File: src/rtl/flash_spi_pkg.sv
// Shared types and constants for the SPI flash read sequencer.
// FLASH_FAST_READ_EN selects fast read (0x0B plus dummy phase).
package flash_spi_pkg;

`ifdef FLASH_FAST_READ_EN
    typedef enum logic [2:0] {
        S_IDLE, S_SETUP, S_CMD, S_ADDR,
        S_DUMMY, S_DATA, S_HOLD, S_GAP
    } state_e;
`else
    typedef enum logic [2:0] {
        S_IDLE, S_SETUP, S_CMD, S_ADDR,
        S_DATA, S_HOLD, S_GAP
    } state_e;
`endif

    localparam logic [7:0] CMD_READ      = 8'h03;
    localparam logic [7:0] CMD_FAST_READ = 8'h0B;

    localparam int CMD_BITS   = 8;
    localparam int ADDR_BITS  = 24;
    localparam int DUMMY_BITS = 8;

    function automatic logic [4:0] last_bit(input int n);
        return 5'(n - 1);
    endfunction

endpackage

File: src/rtl/flash_sck_gen.sv
// SCK divider: one bit slot is 2*SCK_HALF cycles, low half first.
// rise/fall flag the edges on which sck goes high/low.
module flash_sck_gen #(
    parameter int SCK_HALF = 1
) (
    input  logic clk,
    input  logic rst,
    input  logic en,
    input  logic quiet,
    output logic rise,
    output logic fall,
    output logic sck
);

    localparam int CW = $clog2(2 * SCK_HALF + 1);

    logic [CW-1:0] cnt_q, cnt_d;
    logic          sck_q, sck_d;

    assign rise = en && (cnt_q == CW'(SCK_HALF - 1));
    assign fall = en && (cnt_q == CW'(2 * SCK_HALF - 1));
    assign sck  = sck_q;

    always_comb begin
        cnt_d = cnt_q;
        sck_d = sck_q;
        if (!en) begin
            cnt_d = '0;
            sck_d = 1'b0;
        end else begin
            cnt_d = fall ? '0 : cnt_q + CW'(1);
            // quiet slots still count time but keep the pin low
            if (quiet)     sck_d = 1'b0;
            else if (rise) sck_d = 1'b1;
            else if (fall) sck_d = 1'b0;
        end
    end

    always_ff @(posedge clk) begin
        if (rst) begin
            cnt_q <= '0;
            sck_q <= 1'b0;
        end else begin
            cnt_q <= cnt_d;
            sck_q <= sck_d;
        end
    end

endmodule

File: src/rtl/flash_read_ctrl.sv
// W25Qxx read sequencer, SPI mode 0, one request at a time.
// FLASH_FAST_READ_EN: command 0x0B with 8 dummy slots.
module flash_read_ctrl #(
    parameter int SCK_HALF = 1,
    parameter int CS_GAP   = 4
) (
    input  logic        clk,
    input  logic        rst,
    input  logic        req_valid,
    output logic        req_ready,
    input  logic [23:0] req_addr,
    input  logic [15:0] req_len,
    output logic        rd_valid,
    output logic [7:0]  rd_data,
    output logic        rd_last,
    output logic        done,
    output logic        spi_ss,
    output logic        spi_sck,
    output logic        spi_mosi,
    input  logic        spi_miso
);

    import flash_spi_pkg::*;

`ifdef FLASH_FAST_READ_EN
    localparam logic [7:0] CMD = CMD_FAST_READ;
`else
    localparam logic [7:0] CMD = CMD_READ;
`endif
    localparam int GW = $clog2(CS_GAP + 1);

    state_e        state_q, state_d;
    logic [31:0]   tx_q, tx_d;
    logic [7:0]    rx_q, rx_d;
    logic [4:0]    bit_q, bit_d;
    logic [15:0]   len_q, len_d;
    logic          zlen_q, zlen_d;
    logic [GW-1:0] gap_q, gap_d;
    logic          ss_q, ss_d;
    logic          mosi_q, mosi_d;
    logic          ready_q, ready_d;
    logic          rdv_q, rdv_d;
    logic [7:0]    rdd_q, rdd_d;
    logic          last_q, last_d;
    logic          done_q, done_d;
    logic          rise, fall, gen_en, gen_quiet;

    // counting starts the cycle after ss has actually fallen
    assign gen_en    = !ss_q && state_q != S_IDLE
                       && state_q != S_GAP;
    assign gen_quiet = state_q == S_SETUP || state_q == S_HOLD;

    flash_sck_gen #(.SCK_HALF(SCK_HALF)) u_sck (
        .clk   (clk),
        .rst   (rst),
        .en    (gen_en),
        .quiet (gen_quiet),
        .rise  (rise),
        .fall  (fall),
        .sck   (spi_sck)
    );

    always_comb begin
        state_d = state_q;
        tx_d    = tx_q;
        rx_d    = rx_q;
        bit_d   = bit_q;
        len_d   = len_q;
        zlen_d  = zlen_q;
        gap_d   = '0;
        ss_d    = ss_q;
        mosi_d  = mosi_q;
        rdv_d   = 1'b0;
        rdd_d   = rdd_q;
        last_d  = 1'b0;
        done_d  = 1'b0;
        unique case (state_q)
            S_IDLE: begin
                ss_d   = 1'b1;
                mosi_d = 1'b0;
                if (req_valid && ready_q) begin
                    tx_d    = {CMD, req_addr};
                    len_d   = req_len;
                    zlen_d  = req_len == 16'd0;
                    bit_d   = '0;
                    state_d = (req_len == 16'd0) ? S_GAP : S_SETUP;
                end
            end
            S_SETUP: begin
                ss_d   = 1'b0;
                mosi_d = tx_q[31];
                if (fall) state_d = S_CMD;
            end
            S_CMD: if (fall) begin
                tx_d   = {tx_q[30:0], 1'b0};
                mosi_d = tx_q[30];
                bit_d  = bit_q + 5'd1;
                if (bit_q == last_bit(CMD_BITS)) begin
                    bit_d   = '0;
                    state_d = S_ADDR;
                end
            end
            S_ADDR: if (fall) begin
                tx_d   = {tx_q[30:0], 1'b0};
                mosi_d = tx_q[30];
                bit_d  = bit_q + 5'd1;
                if (bit_q == last_bit(ADDR_BITS)) begin
                    bit_d   = '0;
                    mosi_d  = 1'b0;
`ifdef FLASH_FAST_READ_EN
                    state_d = S_DUMMY;
`else
                    state_d = S_DATA;
`endif
                end
            end
`ifdef FLASH_FAST_READ_EN
            S_DUMMY: if (fall) begin
                mosi_d = 1'b0;
                bit_d  = bit_q + 5'd1;
                if (bit_q == last_bit(DUMMY_BITS)) begin
                    bit_d   = '0;
                    state_d = S_DATA;
                end
            end
`endif
            S_DATA: begin
                mosi_d = 1'b0;
                if (fall) begin
                    rx_d  = {rx_q[6:0], spi_miso};
                    bit_d = bit_q + 5'd1;
                    if (bit_q == 5'd7) begin
                        bit_d = '0;
                        rdv_d = 1'b1;
                        rdd_d = {rx_q[6:0], spi_miso};
                        len_d = len_q - 16'd1;
                        if (len_q == 16'd1) begin
                            last_d  = 1'b1;
                            state_d = S_HOLD;
                        end
                    end
                end
            end
            S_HOLD: if (rise) begin
                ss_d    = 1'b1;
                done_d  = 1'b1;
                state_d = S_GAP;
            end
            S_GAP: begin
                ss_d = 1'b1;
                // zero-length: done one cycle late, gap counts from it
                if (zlen_q) begin
                    done_d = 1'b1;
                    zlen_d = 1'b0;
                end else if (gap_q == GW'(CS_GAP - 1)) begin
                    state_d = S_IDLE;
                end else begin
                    gap_d = gap_q + GW'(1);
                end
            end
            default: state_d = S_IDLE;
        endcase
        ready_d = state_d == S_IDLE;
    end

    always_ff @(posedge clk) begin
        if (rst) begin
            state_q <= S_IDLE;
            tx_q    <= '0;
            rx_q    <= '0;
            bit_q   <= '0;
            len_q   <= '0;
            zlen_q  <= 1'b0;
            gap_q   <= '0;
            ss_q    <= 1'b1;
            mosi_q  <= 1'b0;
            ready_q <= 1'b0;
            rdv_q   <= 1'b0;
            rdd_q   <= '0;
            last_q  <= 1'b0;
            done_q  <= 1'b0;
        end else begin
            state_q <= state_d;
            tx_q    <= tx_d;
            rx_q    <= rx_d;
            bit_q   <= bit_d;
            len_q   <= len_d;
            zlen_q  <= zlen_d;
            gap_q   <= gap_d;
            ss_q    <= ss_d;
            mosi_q  <= mosi_d;
            ready_q <= ready_d;
            rdv_q   <= rdv_d;
            rdd_q   <= rdd_d;
            last_q  <= last_d;
            done_q  <= done_d;
        end
    end

    assign req_ready = ready_q;
    assign rd_valid  = rdv_q;
    assign rd_data   = rdd_q;
    assign rd_last   = last_q;
    assign done      = done_q;
    assign spi_ss    = ss_q;
    assign spi_mosi  = mosi_q;

endmodule

File: config.mk
export PLATFORM = sky130hd
export DESIGN_NAME = flash_read_ctrl
export DESIGN_NICKNAME = d
export VERILOG_FILES = /design/src/rtl/flash_spi_pkg.sv /design/src/rtl/flash_sck_gen.sv /design/src/rtl/flash_read_ctrl.sv
export SDC_FILE = /design/constraint.sdc
export NUM_CORES = 1
export LEC_CHECK = 0
export ABC_AREA = 1
export CAP_MARGIN = 10
export CORE_UTILIZATION = 28
export CTS_CLUSTER_DIAMETER = 100
export DETAILED_ROUTE_END_ITERATION = 7
export PLACE_DENSITY = 0.53
export SYNTH_ARGS = -nofsm -noshare
export SYNTH_HDL_FRONTEND = slang
export SYNTH_SLANG_ARGS = --single-unit
File: constraint.sdc
create_clock -name clk -period 1.48 [get_ports clk]
set_input_delay 0.222 -clock clk [delete_from_list [all_inputs] [get_ports clk]]
set_output_delay 0.222 -clock clk [all_outputs]
set_load 0.05 [all_outputs]
== After elaboration in Yosys (flattened, before gate mapping) ==
Cells that the tools add are included.
Storage, ports and cells
  register bits: 84
  input port bits: 44
  logic and storage cells: 123
Cells by class
  add/sub/neg operators: 4
  eq/ne operators: 20
  muxes and demuxes: 42
  bitwise gates (word level): 5
  reductions and logical operators: 36
Operator list (count)
  2-to-1 mux 32 bit: 2
  one-hot mux 32 bit (2 select lines): 1
  2-to-1 mux 16 bit: 3
  2-to-1 mux 3 bit: 13
  one-hot mux 16 bit (2 select lines): 1
  2-to-1 mux 5 bit: 5
  one-hot mux 3 bit (7 select lines): 1
  equality test 16 x 1 -> 1 bit (second input constant): 1
  logical NOT 16 bit: 1
  subtractor 16 x 1 -> 16 bit (second input constant): 1
  one-hot mux 5 bit (3 select lines): 1
  2-to-1 mux 1 bit: 11
  inequality test 2 x 1 -> 1 bit (second input constant): 5
  equality test 3 x 2 -> 1 bit (second input constant): 3
  equality test 3 bit (second input constant): 3
  AND reduction 3 bit: 3
  nonzero test 3 bit: 3
  OR reduction 3 bit: 3
  AND reduction 4 bit: 2
  nonzero test 2 bit: 4
  OR reduction 2 bit: 4
  OR reduction 4 bit: 2
  logical NOT 3 bit: 2
  inequality test 2 bit (second input constant): 3
  18 further kinds: 29

== Depth between registers and ports, before layout ==
  depth in word-level cells: 7
  depth in mapped cells: 12
  gate-level depth less buffers: 12

== Hierarchy ==
From an unflattened synthesis, not the netlist that was laid out.
Unflattened totals
  cells, all modules: 656
  area, all modules: 4339.2 µm²
Modules (own cells, without submodules)
  flash_read_ctrl: times used 1, cells each 636, area an instance 4187.8 µm², sequential area each 1621.6 µm²
  flash_sck_gen: times used 1, cells each 20, area an instance 151.4 µm², sequential area each 60.1 µm²

== Least setup slack after synthesis ==
Ideal clock, no wire load.
  path type: register -> register
  start point: register ss_q (netlist: spi_ss)
  end point: register tx_q[25]
  library setup time: 0.118 ns
  arrival time: 1.568 ns
  path slack: -0.206 ns
  cell stages (with the launch flop): 9
  buffers on the path: 1
  period minus slack after synthesis: 1.686 ns
  cells stage by stage: dfxtp_1 inv_1 nand4_4 nand2_1 nand2_2 inv_2 buf_6 o21ai_0 nor2_1
On the way
  word-level cells in the longest chain between the ends: 6
Ends and longest elaborated chain
  start, declared: RTL line flash_read_ctrl.sv:39  | logic ss_q, ss_d;
  start signal, assigned: RTL line flash_read_ctrl.sv:190  | ss_q <= ss_d;
  logical NOT 1 bit: RTL line flash_read_ctrl.sv:49  | assign gen_en = !ss_q && state_q != S_IDLE
  logical AND 1 bit: RTL line flash_read_ctrl.sv:49
  logical AND 1 bit: RTL line flash_read_ctrl.sv:50  | && state_q != S_GAP;
  logical AND 1 bit: RTL line flash_sck_gen.sv:21  | assign fall = en && (cnt_q == CW'(2 * SCK_HALF - 1));
  inequality test 2 x 1 -> 1 bit (no source line)
  AND reduction 3 bit (no source line)
  end signal, assigned: RTL line flash_read_ctrl.sv:184  | tx_q <= tx_d;
  end, declared: RTL line flash_read_ctrl.sv:33  | logic [31:0] tx_q, tx_d;
Every way passes these cells.
A chain may end at the register's enable or synchronous reset.

== Worst setup path after layout ==
  start point: register state_q[0]
  end point: register rdd_q[7] (netlist: rd_data[7])
On the way
  word-level cells in the longest chain between the ends: 5
  elaborated cells on any way between the ends: 7
Ends and longest elaborated chain
  start, declared: RTL line flash_read_ctrl.sv:32  | state_e state_q, state_d;
  start signal, assigned: RTL line flash_read_ctrl.sv:183  | state_q <= state_d;
  nonzero test 3 bit: RTL line flash_read_ctrl.sv:49
  logical AND 1 bit: RTL line flash_read_ctrl.sv:49
  logical AND 1 bit: RTL line flash_read_ctrl.sv:50
  logical AND 1 bit: RTL line flash_sck_gen.sv:21
  AND reduction 3 bit (no source line) *
  end signal, assigned: RTL line flash_read_ctrl.sv:194  | rdd_q <= rdd_d;
  end, declared: RTL line flash_read_ctrl.sv:43  | logic [7:0] rdd_q, rdd_d;
Mark *: on every way between the ends. The rest lies on a longest branch, timed or not.

==> results.py <==
metrics = {
    "drt": {
        "vias": 4396,
        "met2_length_mm": 5.287,
        "wl_per_cell_microns": 12.01,
        "ant_nets": 0,
        "met3_length_microns": 380,
        "routed_wl_mm": 11.88,
        "met1Wirelength_mm": 6.057,
        "first_pass_iters": 4,
        "drt-initial-drc-count": 187,
        "vias_per_cell": 4.445,
        "drc": 0,
        "dr.max_layer_used": "met4",
    },
    "global_routing": {
        "grt_pass1_vias": 4149,
        "grt_max_degree": 28,
        "grt_usage": 0.1516,
        "grt-ovfl-total": 0,
        "antenna_found_initial": 0,
        "grt_pass1_wl_mm": 19.55,
    },
    "worst_setup_path": {
        "critPathKind": "reg2reg",
        "critical_path.cell_chain": "inv_2, nand3_4, nand3_4, nor2_8, nand3_4, buf_4, buf_4, nand2_1, a21oi_1",
        "startpoint_type": "flip-flop",
        "max_stage_delay_ps": 390,
        "critPathBufInv": 3,
        "path_delay_family": "simple AND/OR/NAND/NOR gates",
        "end_kind": "flip-flop",
        "critPathArrivalTime_ps": 1730,
        "crit_top_cell": "nand3_4",
        "crit_required_ps": 1700,
        "worst_path_max_delay_cell": "dfxtp_4",
        "cp_max_fo": 5,
    },
    "die": {
        "ios": 59,
        "core_area_sq_um": 15150,
        "initial_utilization": 0.2862,
        "fp.dieW_microns": 126.4,
        "chipHeight_microns": 126.4,
        "row_count": 45,
        "die_area_sq_um": 15990,
    },
    "timing": {
        "finalSetupTns_ps": -100.2,
        "slew_viol_final": 0,
        "grt_setup_unrepaired": "yes",
        "setup_viol": 9,
        "finalCritPeriodShare": 1.017,
        "skew_ps": 6.095,
        "fin_crit_ps": 1505,
        "max_freq_ghz": 0.6643,
        "tightest_slew_ps": 282.2,
        "worst_slack_ps": -25.42,
        "relSlewSlack": 0.8112,
        "hold_violations": 0,
    },
    "synthesis": {
        "synthXorXnorAreaFrac": 0.004040,
        "ys_ff_latch": 84,
        "synthCells": 667,
        "yosys.area_share.simple": 0.3726,
        "seq_area_frac_synth": 0.3879,
        "synth_area_sq_um": 4335,
        "synth_compound_area_frac": 0.1322,
        "synth_top_family_by_area": "simple AND/OR/NAND/NOR gates",
        "syn_area_per_cell_sq_um": 6.500,
        "synth_fa_ha_area_frac": 0.02020,
        "yosysWarnings": 0,
        "syn_nets": 718,
        "synthMuxAreaShare": 0,
        "yosysUniqueCellTypes": 33,
    },
    "clock_tree": {
        "clockRootBuffer": "clkbuf_16",
        "hold_buffers": 0,
        "cts_buffers": 9,
        "insertion_delay_ps": 340,
        "cts.sinks": 84,
        "cts_buffer_depth": 2,
        "cts_max_level": 3,
        "cts_tree": "done",
        "clk_pin_slew_ps": 60,
    },
    "final_layout": {
        "nets": 847,
        "syn_to_final_growth_pct": 50.36,
        "design_area_sq_um": 6519,
        "diodes": 0,
        "seq_area_sq_um": 1702,
        "layout_commonest_cell": "nand2_1",
        "final_cell_mix": "181 x nand2_1, 95 x nor2_1, 83 x buf_4, 74 x dfxtp_1, 43 x clkdlybuf4s50_1",
        "nFillCells": 1574,
        "drive_gt1_frac": 0.2971,
        "multi_input_area_sq_um": 2664,
    },
    "status": {
        "violations": "negative setup slack",
        "status": "finished, violations left",
    },
    "power": {
        "power_density_nw_per_um2": 925.8,
        "ir_worst_vdd_mv": 0.5155,
        "power.leakage_nw": 2.880,
    },
    "job": {
        "maxCapViolCount": 0,
    },
    "placement": {
        "place_area_sq_um": 5649,
        "gp_congestion": 0.8198,
        "portBuffers": 58,
        "place_hpwl_mm": 7.998,
    },
    "hold_path": {
        "hp-class": "reg2reg",
    },
}
cell usage after synthesis (all sizes together):
cell type  number  area share
a21oi          41       0.048
a31oi           1      0.0014
and2            1      0.0014
buf            19       0.029
clkbuf          8      0.0069
dfxtp          84        0.39
ha              7       0.020
inv            54       0.047
nand2         195        0.17
nand3          41       0.054
nand4           5       0.011
nor2          127        0.11
nor3            5      0.0084
nor3b           1      0.0017
nor4            1      0.0014
o21ai          70       0.081
o31ai           1      0.0017
or2             4      0.0058
xor2            2      0.0040
worst paths after layout:
| kind | startpoint | to | slack [ps] | cells past startpoint |
|---|---|---|---|---|
| setup reg to reg | state_q[0] | rd_data[7] | -30 | 9 |
| hold reg to reg | gap_q[0] | gap_q[0] | 420 | 1 |
| setup / recovery | state_q[0] | rd_data[7] | -30 | 9 |
| hold / removal | gap_q[0] | gap_q[0] | 420 | 1 |
cells by family (layout without fill, tap and decap cells):
kind of cell	Yosys count	in the layout
AND/OR/NAND/NOR	380	380
AO/OA/AOI/OAI	113	113
flip-flops	84	84
buffers and inverters	81	215
adder cells (fa/ha/maj)	7	7
XOR/XNOR	2	2
layout make-up:
class,count,share of cell area
inverter,54,0.03417
clock buffer,12,0.03935
timing repair buffer,145,0.2134
multi-input combinational,502,0.4086
clock inverter,4,0.007294
tap,188,0.03608
sequential,84,0.2610
where the power goes:
group | total, mW | switching, mW | leakage [nW] | internal, mW
sequential | 2.49 | 0.102 | 0.688 | 2.39
clock | 2.32 | 0.926 | 0.149 | 1.39
combinational | 1.23 | 0.641 | 2.04 | 0.586
registers in the layout (all words and copies together), names as in the netlist, 2 cells and up:
| register | count |
|---|---|
| u_sck.cnt_q | 2 |
| bit_q | 5 |
| gap_q | 3 |
| len_q | 16 |
| rd_data | 8 |
| state_q | 3 |
| tx_q | 32 |
| rx_q | 7 |
what timing repair did:
item,CTS,global route
pin swaps,3,13
gates cloned,1,4
setup buffers,1,4
endpoints found under the setup margin,70,76
resized for setup,37,129
through the flow:
step	instances	hold slack [ps]	setup slack (ps)	util	total power, mW
after floorplan	667	370.3	16.80	-	3.113
after detailed placement	963	414.2	-253.8	0.3730	3.540
after global placement	963	418.5	-232.6	0.3730	3.541
final	989	419.7	-25.42	0.4304	6.035
after CTS	981	423.5	0.8797	0.4002	5.913
after global routing	989	450.9	-109.3	0.4304	6.344
layer usage:
layer  global-route usage  vias to the layer above
met5                    0                        -
met4              0.04465                        0
met3              0.03290                       14
met2               0.2457                       47
met1               0.2016                     1946
li1                     -                     2389
(Power assumes the default switching activity.)
